[src/rtl/sipo_frame_ctrl.sv]
// sipo_frame_ctrl: sequencer between a strobed serial front end and an 8-bit
// SIPO shift register. It forwards each accepted bit to the SIPO as a
// registered one-cycle shift pulse and counts the bits of the frame. When the
// frame is complete it captures the SIPO parallel word into a 1-entry
// valid/ready holding buffer.
// Optional build macro: PARITY_FRAME_EN. When it is defined, a frame is WIDTH
// data bits followed by one even-parity bit, and the module has a parity_err
// output.
// state_dbg shows the current FSM state (IDLE=0, SHIFT=1, CAPTURE=2, PARITY=3).
module sipo_frame_ctrl #(
  parameter int WIDTH   = 8,
  parameter int TIMEOUT = 64
) (
  input  logic             clk,
  input  logic             reset,
  input  logic             bit_valid,
  input  logic             bit_in,
  output logic             sipo_shift,
  output logic             sipo_serial,
  input  logic [WIDTH-1:0] sipo_data,
  output logic [WIDTH-1:0] data_out,
  output logic             data_valid,
  input  logic             data_ready,
  output logic             overrun,
  output logic             timeout_err,
  input  logic             err_clr,
  output logic             busy,
`ifdef PARITY_FRAME_EN
  output logic             parity_err,
`endif
  output logic [1:0]       state_dbg
);

  localparam int CW = $clog2(WIDTH + 1);
  localparam int TW = $clog2(TIMEOUT);

  typedef enum logic [1:0] {
    IDLE    = 2'd0,
    SHIFT   = 2'd1,
    CAPTURE = 2'd2
`ifdef PARITY_FRAME_EN
    , PARITY = 2'd3
`endif
  } state_t;

  state_t        state, state_nxt;
  logic [CW-1:0] count, count_nxt;
  logic [TW-1:0] timer, timer_nxt;
  logic          cap_wait, cap_wait_nxt;
  logic          shift_now;
  logic          load;
  logic          timeout_evt;
  logic          overrun_evt;
`ifdef PARITY_FRAME_EN
  logic          par_acc, par_acc_nxt;
  logic          parity_evt;
`endif

  assign busy      = (state != IDLE);
  assign state_dbg = state;

  // The load happens on the second CAPTURE edge. At that edge a bit strobed
  // in the first CAPTURE cycle has not shifted into the SIPO yet, so
  // sipo_data still holds the finished frame.
  assign overrun_evt = load & data_valid & ~data_ready;

  // FSM state, bit counter, inter-bit timer and capture wait flag
  always_ff @(posedge clk or negedge reset) begin
    if (!reset) begin
      state    <= IDLE;
      count    <= '0;
      timer    <= '0;
      cap_wait <= 1'b0;
`ifdef PARITY_FRAME_EN
      par_acc  <= 1'b0;
`endif
    end else begin
      state    <= state_nxt;
      count    <= count_nxt;
      timer    <= timer_nxt;
      cap_wait <= cap_wait_nxt;
`ifdef PARITY_FRAME_EN
      par_acc  <= par_acc_nxt;
`endif
    end
  end

  // Next-state logic: accepting bits, completing frames and aborting on timeout
  always_comb begin
    state_nxt    = state;
    count_nxt    = count;
    timer_nxt    = timer;
    cap_wait_nxt = cap_wait;
    shift_now    = 1'b0;
    load         = 1'b0;
    timeout_evt  = 1'b0;
`ifdef PARITY_FRAME_EN
    par_acc_nxt  = par_acc;
    parity_evt   = 1'b0;
`endif
    case (state)
      IDLE: begin
        if (bit_valid) begin
          shift_now = 1'b1;
          state_nxt = SHIFT;
          count_nxt = CW'(1);
          timer_nxt = '0;
`ifdef PARITY_FRAME_EN
          par_acc_nxt = bit_in;
`endif
        end
      end
      SHIFT: begin
        if (bit_valid) begin
          shift_now = 1'b1;
          timer_nxt = '0;
          count_nxt = count + CW'(1);
`ifdef PARITY_FRAME_EN
          par_acc_nxt = par_acc ^ bit_in;
          if (count == CW'(WIDTH - 1)) state_nxt = PARITY;
`else
          if (count == CW'(WIDTH - 1)) begin
            state_nxt    = CAPTURE;
            cap_wait_nxt = 1'b1;
            count_nxt    = '0;
          end
`endif
        end else if (timer == TW'(TIMEOUT - 1)) begin
          timeout_evt = 1'b1;
          count_nxt   = '0;
          timer_nxt   = '0;
          state_nxt   = IDLE;
        end else begin
          timer_nxt = timer + TW'(1);
        end
      end
`ifdef PARITY_FRAME_EN
      PARITY: begin
        // The parity bit is checked but never shifted into the SIPO.
        if (bit_valid) begin
          parity_evt   = par_acc ^ bit_in;
          state_nxt    = CAPTURE;
          cap_wait_nxt = 1'b1;
          count_nxt    = '0;
          timer_nxt    = '0;
        end else if (timer == TW'(TIMEOUT - 1)) begin
          timeout_evt = 1'b1;
          count_nxt   = '0;
          timer_nxt   = '0;
          state_nxt   = IDLE;
        end else begin
          timer_nxt = timer + TW'(1);
        end
      end
`endif
      CAPTURE: begin
        // Bits arriving here already belong to the next frame.
        if (bit_valid) begin
          shift_now = 1'b1;
          timer_nxt = '0;
          count_nxt = count + CW'(1);
`ifdef PARITY_FRAME_EN
          par_acc_nxt = (count == '0) ? bit_in : (par_acc ^ bit_in);
`endif
        end else if (timer != TW'(TIMEOUT - 1)) begin
          timer_nxt = timer + TW'(1);
        end
        if (cap_wait) begin
          cap_wait_nxt = 1'b0;
        end else begin
          load      = 1'b1;
          state_nxt = (count_nxt != '0) ? SHIFT : IDLE;
        end
      end
      default: begin
        state_nxt = IDLE;
        count_nxt = '0;
        timer_nxt = '0;
      end
    endcase
  end

  // Registered SIPO drive: one shift pulse in the cycle after each accepted data bit
  always_ff @(posedge clk or negedge reset) begin
    if (!reset) begin
      sipo_shift  <= 1'b0;
      sipo_serial <= 1'b0;
    end else begin
      sipo_shift  <= shift_now;
      sipo_serial <= shift_now & bit_in;
    end
  end

  // Output holding buffer. Valid/ready: a word transfers on any edge where
  // data_valid && data_ready. While data_valid is high, data_out stays
  // stable. If a load and a transfer happen on the same edge, the new word
  // replaces the old one. If the buffer is full and not consumed at load
  // time, the new word is dropped.
  always_ff @(posedge clk or negedge reset) begin
    if (!reset) begin
      data_out   <= '0;
      data_valid <= 1'b0;
    end else if (load && !overrun_evt) begin
      data_out   <= sipo_data;
      data_valid <= 1'b1;
    end else if (data_valid && data_ready) begin
      data_valid <= 1'b0;
    end
  end

  // Sticky error flags: an error event on the same edge as err_clr keeps the flag set
  always_ff @(posedge clk or negedge reset) begin
    if (!reset) begin
      overrun     <= 1'b0;
      timeout_err <= 1'b0;
`ifdef PARITY_FRAME_EN
      parity_err  <= 1'b0;
`endif
    end else begin
      overrun     <= overrun_evt | (overrun & ~err_clr);
      timeout_err <= timeout_evt | (timeout_err & ~err_clr);
`ifdef PARITY_FRAME_EN
      parity_err  <= parity_evt | (parity_err & ~err_clr);
`endif
    end
  end

endmodule

[config.mk]
export PLATFORM = sky130hd
export DESIGN_NAME = sipo_frame_ctrl
export DESIGN_NICKNAME = d
export VERILOG_FILES = /design/src/rtl/sipo_frame_ctrl.sv
export SDC_FILE = /design/constraint.sdc
export NUM_CORES = 1
export LEC_CHECK = 0
export BUFFER_PORTS_ARGS = -buffer_cell sky130_fd_sc_hd__buf_2
export CORE_UTILIZATION = 53
export CTS_CLUSTER_SIZE = 24
export DETAILED_ROUTE_END_ITERATION = 6
export PLACE_DENSITY = 0.82
export RECOVER_POWER = 100
export SYNTH_ARGS = -nofsm -noshare
export SYNTH_HDL_FRONTEND = slang
export SYNTH_SLANG_ARGS = --single-unit
[constraint.sdc]
create_clock -name clk -period 2.2 [get_ports clk]
set_input_delay 0.44 -clock clk [delete_from_list [all_inputs] [get_ports clk]]
set_output_delay 0.44 -clock clk [all_outputs]
set_load 0.005 [all_outputs]
# Word level (Yosys, flattened, before mapping)
# Cells that the tools add are included.
# W data, S select, Z words.
[op_classes] add_sub_neg=2 eq_ne=12 muxes=32 bitwise_logic=9 reduce_logical=13
[ops] op="$mux W6" n=5
[ops] op="$mux W4" n=6
[ops] op="$pmux W6 S3" n=1
[ops] op="$mux W1" n=12
[ops] op="$pmux W4 S3" n=1
[ops] op="$mux W2" n=5
[ops] op="$ne A3 B3 Y1 const B" n=3
[ops] op="$ne A2 B2 Y1 const B" n=4
[ops] op="$add A6 B1 Y6 const B" n=1
[ops] op="$eq A6 B6 Y1 const B" n=1
[ops] op="$ne A6 B6 Y1 const B" n=1
[ops] op="$pmux W2 S3" n=1
[ops] op="$reduce_bool A2 Y1" n=3
[ops] op="$and A1 B1 Y1" n=5
[ops] op="$add A4 B1 Y4 const B" n=1
[ops] op="$eq A4 B3 Y1 const B" n=1
[ops] op="$reduce_and A2 Y1" n=2
[ops] op="$reduce_and A4 Y1" n=1
[ops] op="$reduce_bool A4 Y1" n=1
[ops] op="$reduce_and A3 Y1" n=1
[ops] op="$reduce_or A3 Y1" n=1
[ops] op="$eq A2 B1 Y1 const B" n=1
[ops] op="$eq A2 B2 Y1 const B" n=1
[ops] op="$logic_and A1 B1 Y1" n=2
[ops] op="other kinds (5)" n=7
[totals] register_bits=26 input_bits=14 output_inout_bits=16

# Logic depth before layout (Yosys ltp)
# Gate-level depths: netlist (run 1).
[logic_depth] word_depth=7 depth_mapped=6

# Worst setup path before layout (run 1)
# OpenSTA, ideal clock, no wires.
[synth_path] kind="reg2reg" startpoint="reg state[0] (netlist: state_dbg[0])" endpoint="reg state[1] (netlist: state_dbg[1])" setup_ns=0.079 arrival_ns=1.671 t_required_ns=2.121 path_slack_ns=0.450 path_stages_with_launch=7 path_buffers=0 synth_period_minus_slack_ns=1.750 path_cell_list="dfrtp_1 > inv_1 > ha_1 > and4b_4 > a221oi_4 > a211oi_1 > mux2i_1"
[synth_between] elab_chain_len=3 elab_cells_between_ends=9 cone_classes="eq/ne (6); mux (1); reduce/logical (2)"
[synth_lines] item="start, declared" line_no="46" text="state_t state, state_nxt;"
[synth_lines] item="start signal, assigned" line_no="78" text="state <= state_nxt;"
[synth_lines] item="$eq A2 B1 Y1 (tied with other cells)" line_no="101" text="case (state)"
[synth_lines] item="$ne A3 B3 Y1 (no source line) / $ne A2 B2 Y1 (equally long branches)"
[synth_lines] item="$reduce_and A4 Y1 (no source line)"
# Parallel ways exist; a longest one is shown, timed or not.
# A chain may end at the register's enable or synchronous reset.

# Final worst setup path (run 1)
[layout_path] startpoint="reg state[1] (netlist: state_dbg[1])" endpoint="reg count[0]"
[layout_between] elab_chain_len=3 elab_cells_between_ends=7 cone_classes="eq/ne (4); mux (1); reduce/logical (2)"
[layout_lines] item="$eq A2 B1 Y1 / $logic_not A2 Y1 (equally long branches)" line_no="101"
[layout_lines] item="$ne A3 B3 Y1 (no source line) / $ne A2 B2 Y1 (equally long branches)"
[layout_lines] item="$reduce_and A2 Y1 (no source line)"
[layout_lines] item="end signal, assigned" line_no="79" text="count <= count_nxt;"
[layout_lines] item="end, declared" line_no="47" text="logic [CW-1:0] count, count_nxt;"
# Parallel ways exist; a longest one is shown, timed or not.

==> metrics.yaml, run 1 <==
status: "finished, final reports clean"
nFillCells: 218
hold_class: "in2reg"
grt_pass1_wl_um: 4388
grt_overflow: 0
worstReg2RegStart: "state_dbg[1]"
fin_setup_tns_ns: 0
relSlewSlack_pct: 10.71
synth_most_common_cell: "dfrtp_1"
end_kind: "register"
hold_buffers: 0
clkSinkCount: 26
hold_violations: 0
port-buffer-count: 29
post_cts_buffers: 0
dieWidth_um: 53.97
cts_buffer_depth: 2
start_util_pct: 56.75
first_pass_iters: 4
min_period_over_period_pct: 91.92
drtAntennaViolNets: 0
drv_slew: 0
synth_area_leaders: "dfrtp_1 (45%), mux2_2 (6.3%), ha_1 (6.1%), nand2_1 (3.1%), o21ai_0 (2.8%)"
maxCapViolations: 0
antenna_found_initial: 0
htree_levels: 1
drt-initial-drc-count: 27
finalNonFillerCells: 193
tightest_slew_ns: 1.339
wirelength_um: 2742
grt_max_degree: 27
startpoint: "state_dbg[1]"
dpl_cell_area_um2: 1595
ys_top_cells_by_count: "dfrtp_1 (26), nand2_1 (12), inv_1 (8), mux2_2 (8), o21ai_0 (8)"
num_io_pins: 30
std_cell_rows: 18
n_antenna_cell: 0
placedCellCount: 190
clock-root-buffer: "clkbuf_4"
dpl.hpwl_um: 2031
powerDensity_nw_per_um2: 975.2
ys.flop_type: "dfrtp_1"
cp.arrival_ns: 2.23
cts_tree: "built"
internal_power_uw: 956.6
clock.fmax_mhz: 494.5
syn_area_um2: 1431
m1WireLength_um: 1269
p_comb_share_pct: 41.4
path_clk_slew_ns: 0.13
synth_top_cell_area_share_pct: 45.45
wl_per_cell_um: 14.21
p_sw_share_pct: 38.22
stdcell_area_um2: 1588
power.share.clock_pct: 12.9
drc: 0
synthCells: 136
maxUsedRoutingLayer: "met4"
yosys_warnings: 0
r2r_setup_slack_ns: 0.18
cp.required_ns: 2.41
async_flop_share_pct: 100.0
yosys.area.top_type: "dfrtp_1"
cts_resized: 0
gp_congestion: 0.8274
die_area_um2: 2913
core_um2: 2522
ys_seq_area_share_pct: 45.45
cts-buffers-inserted: 3
p_leak_nw: 0.7204
path_max_fanout: 8
grt_pass1_vias: 995
drive_gt1_share_pct: 20.25
cp-start-kind: "register"
worstHoldStart: "bit_in"
rsz0062_at_grt: "false"
nNetsFinal: 186
synth_edf_count: 0
fp.dieH_um: 53.97
skew_ns: 0.003599
critPathKind: "reg2reg"
dr_wl_met3_um: 188
synthesis.nets: 157
ir_drop_mv: 0.5728
seq_power_share_pct: 45.6
insertion_delay_ns: 0.32
area_delta_synth_final_pct: 10.93
via_count: 1131
p_sw_uw: 591.9
grt_usage_pct: 20.89
syn_avg_cell_area_um2: 10.52
min_period_ns: 2.022
vias_per_cell: 5.860
synth-seq-cells: 26
synth_cell_type_count: 43
finalSetupViolCount: 0
met2_length_um: 1270
-- cell type report --
class	instances	area [um2]	area share, %
Clock buffer	3	22.52	1.418
Timing Repair Buffer	30	133.9	8.432
Tap cell	30	37.54	2.364
Inverter	8	30.03	1.891
Multi-Input combinational cell	96	713.2	44.92
Sequential cell	26	650.6	40.98
-- routing by layer --
layer / vias to the layer above / global-route usage (%)
met5: - / 0
met4: 0 / 5.983
met3: 2 / 3.390
met2: 46 / 36.01
met1: 533 / 26.82
li1: 550 / -
-- registers in the layout, summed over array words and instances, names as in the netlist --
register / flops
overrun: 1
count: 4
sipo_shift: 1
sipo_serial: 1
cap_wait: 1
timer: 6
state_dbg: 2
data_out: 8
timeout_err: 1
data_valid: 1
-- power by group through the flow --
| stage | Sequential [mW] | Clock [mW] | Combinational, mW |
|---|---|---|---|
| finish | 0.707 | 0.200 | 0.641 |
| global placement | 0.702 | 0 | 0.660 |
| floorplan | 0.693 | 0 | 0.482 |
| global route | 0.732 | 0.219 | 0.727 |
| detailed placement | 0.716 | 0 | 0.678 |
| CTS | 0.705 | 0.204 | 0.681 |
-- logic make-up (layout without fill, tap and decap cells) --
kind of cell,after synthesis,count (layout),share of synthesized area [%]
compound gates,32,32,18.45
fa+ha+maj,7,7,6.119
buf+inv,14,41,3.933
flops,26,26,45.45
simple gates,46,46,17.66
mux,11,11,8.392
-- final timing paths --
kind                          endpoint  depth (start not counted)
max                           count[0]                          6
min                        sipo_serial                          2
max reg2reg                   count[0]                          6
min reg2reg                data_out[4]                          1
max in group asynchronous      overrun                          1
min in group asynchronous     count[0]                          1
-- per-stage QoR --
stage	utilization [%]	power [mW]	hold WS (ns)	setup slack, ns
after floorplan	-	1.174	0.1444	0.4499
after global placement	63.24	1.362	0.4605	0.3950
after detailed placement	63.24	1.395	0.4695	0.3066
after CTS	64.14	1.590	0.1142	0.2956
after global routing	62.95	1.678	0.3090	0.05033
final	62.95	1.548	0.3148	0.1777
-- critical path: stages (launching register included) --
cell and delay (ns):
dfrtp_1 0.45, inv_1 0.12, ha_1 0.25, and4b_4 0.23
a221oi_2 0.53, mux2i_1 0.28, a211oi_2 0.05
-- cell usage in the layout, fill, tap and decap left out, drive strengths merged, types with 2 or more instances in the layout --
master	Yosys	routed
nand3	5	5
nand2b	5	5
or2	2	2
mux2i	3	3
clkbuf	3	18
mux2	8	8
nand4b	2	2
nor2b	2	2
dfrtp	26	26
a21oi	2	2
o2111ai	2	2
ha	7	7
and2	2	2
nand2	12	12
nor3	2	2
o32ai	2	2
nand3b	2	2
nor2	6	6
and3	2	2
o21ai	8	8
buf	3	15
inv	8	8
o22ai	3	3
a211oi	3	3
Power figures use the tool's default switching activity.
==> run 2: changes to the inputs <==
- CORE_UTILIZATION: 53 -> 48
- PLACE_DENSITY: 0.82 -> 0.78
- REMOVE_ABC_BUFFERS: unset -> 1
- clock period: 2.2 -> 1.82 ns (I/O delays scaled with it)
==> run 2 against run 1 <==
Final cell count up 9.3%. Total power up 46%. Flip-flop and latch count unchanged. Wire length up 11%. Worst setup slack worse by 0.12 ns. Count of clock-buffer cells in the layout up 1. First-iteration DRC count up 33%.
==> metrics.yaml, run 2 (synthesis results as in run 1) <==
status: "finished, final reports clean"
drtAntennaViolNets: 0  # unchanged
worstPathCellList: "buf_4, ha_2, clkbuf_2, o311a_1, a311oi_1, o22ai_1"
drt-initial-drc-count: 36  # +33%
whs_endpoint: "sipo_serial"
wl_per_cell_um: 14.42  # +1.5%
end_kind: "register"
cp_slowest_cell: "dfrtp_1"
skew_ns: 0.004314  # +0.0007155 ns
port-buffer-count: 29  # unchanged
p_leak_nw: 0.8413  # +17%
whs_path_depth: 2  # unchanged
gp_congestion: 0.7831  # -5.4%
fp.dieH_um: 56.61  # +4.9%
worstHoldStart: "bit_in"
p_comb_share_pct: 50.4  # +9.0 points
largest_register_ffs: 8  # unchanged
finalSetupViolCount: 0  # unchanged
core_um2: 2781  # +10%
path_clk_slew_ns: 0.13  # about the same
relSlewSlack_pct: 11.74  # +1.0 points
tightest_slew_ns: 1.324  # -0.01542 ns
critPathKind: "reg2reg"
maxUsedRoutingLayer: "met4"
finalNonFillerCells: 211  # +9.3%
layout_commonest_cell: "dfrtp_1"
drive_gt1_share_pct: 36.67  # +16 points
max_stage_delay_ns: 0.42  # -0.11 ns
cts_buffer_depth: 2  # unchanged
std_cell_rows: 19  # +1
htree_levels: 1  # unchanged
powerDensity_nw_per_um2: 1269  # +30%
p_sw_uw: 826.9  # +40%
largest-register: "data_out"
worstReg2RegStart: "state_dbg[1]"
cts_tree: "built"
dieWidth_um: 56.61  # +4.9%
first_pass_iters: 4  # unchanged
internal_power_mw: 1.430  # +49%
cp.arrival_ns: 1.97  # -0.26 ns
placedCellCount: 203  # +6.8%
min_period_over_period_pct: 96.88  # +5.0 points
vias_per_cell: 5.806  # -0.93%
nNetsFinal: 202  # +8.6%
start_util_pct: 51.46  # -5.3 points
drc: 0  # unchanged
path_delay_family: "compound AO/OA/AOI/OAI gates"
met2_length_um: 1482  # +17%
clock-root-buffer: "clkbuf_4"
dr_wl_met3_um: 170  # -9.6%
grt_pass1_wl_um: 4988  # +14%
r2r_setup_slack_ns: 0.06  # -0.12 ns
power.share.clock_pct: 12.9  # about the same
cp-start-kind: "register"
fin_setup_tns_ns: 0  # unchanged
n_antenna_cell: 0  # unchanged
antenna_found_initial: 0  # unchanged
m1WireLength_um: 1340  # +5.6%
design_power_total_mw: 2.257  # +46%
cts-buffers-inserted: 3  # unchanged
via_count: 1225  # +8.3%
hold_buffers: 0  # unchanged
hold_class: "in2reg"
cp_num_buf_inv: 2  # +1
min_period_ns: 1.763  # -0.2590 ns
area_delta_synth_final_pct: 24.30
num_io_pins: 30  # unchanged
maxCapViolations: 0  # unchanged
hold_violations: 0  # unchanged
cp.required_ns: 2.03  # -0.38 ns
startpoint: "state_dbg[1]"
path_max_fanout: 10  # +2
seq_power_share_pct: 36.8  # -8.8 points
grt_overflow: 0  # unchanged
grt_usage_pct: 20.21  # -0.68 points
rr_worst_depth: 6  # unchanged
dpl.hpwl_um: 2218  # +9.2%
final_cell_mix: "dfrtp_1 (26), buf_2 (24), buf_4 (14)"
r2r_end: "state_dbg[0]"
grt_max_degree: 27  # unchanged
insertion_delay_ns: 0.33  # about the same
grt_pass1_vias: 1090  # +9.5%
top_regs: "data_out (8), timer (6), count (4)"
drv_slew: 0  # unchanged
die_area_um2: 3204  # +10%
p_sw_share_pct: 36.64  # -1.6 points
ir_drop_mv: 0.7525  # +31%
clkSinkCount: 26  # unchanged
wirelength_um: 3043  # +11%
clock.fmax_mhz: 567.1  # +15%
run 2: cell types whose count changed in the layout (fill, tap and decap cells not counted), sizes merged:
cell    delta
clkbuf     -7
buf       +24
run 2: area by class of cell:
class                   instances  area (um2)
inverters                       8       30.03
flip-flops and latches         26       650.6
repair buffers                 46       265.3
fillers                       245        1002
multi-input cells              96       758.2
well taps                      31       38.79
clock buffers                   4       36.28
run 2: timing repair:
action | CTS | global route
setup buffers | 0 | 4
gates resized for setup | 0 | 9
pin swaps | 1 | 3
endpoints found under the setup margin | 1 | 9
run 2: worst max path at each step:
stage                        end  slack (ns)  depth (start not counted)
floorplan               timer[5]        0.03                          6
global placement        count[0]        0.11                          6
detailed placement      count[0]        0.01                          6
CTS                     count[0]       0.004                          6
global route        state_dbg[0]       -0.05                          6
finish              state_dbg[0]        0.06                          6
run 2: metal layers:
layer | vias up | GRT usage, %
met1 | 592 | 27.38
met5 | - | 0
met4 | 0 | 7.317
met2 | 43 | 32.61
li1 | 585 | -
met3 | 5 | 3.226
run 2: per-stage QoR:
step	util (%)	hold slack (ns)	setup slack, ns	cell area [um2]
3_3_place_gp	60.64	0.3894	0.1083	1687
3_5_place_dp	60.64	0.3924	0.01257	1687
6_report	63.97	0.2328	0.05670	1779
5_1_grt	63.97	0.2146	-0.04997	1779
2_1_floorplan	-	0.06841	0.03333	1405
4_1_cts	61.94	0.02225	0.004110	1723
run 2: power groups by stage:
stage / clock network [mW] / logic [mW] / registers, mW
floorplan: 0 / 0.541 / 0.860
global placement: 0 / 0.983 / 0.819
detailed placement: 0 / 1.02 / 0.833
CTS: 0.298 / 1.02 / 0.821
global route: 0.328 / 1.25 / 0.851
finish: 0.291 / 1.14 / 0.830
run 2: worst register-to-register path: cells and delay by family (launching register included):
kind | cells | cell delay, ns
adders and majority gates | 1 | 0.23
DFF | 1 | 0.42
buffers and inverters | 2 | 0.36
AOI/OAI and AO/OA | 3 | 0.63
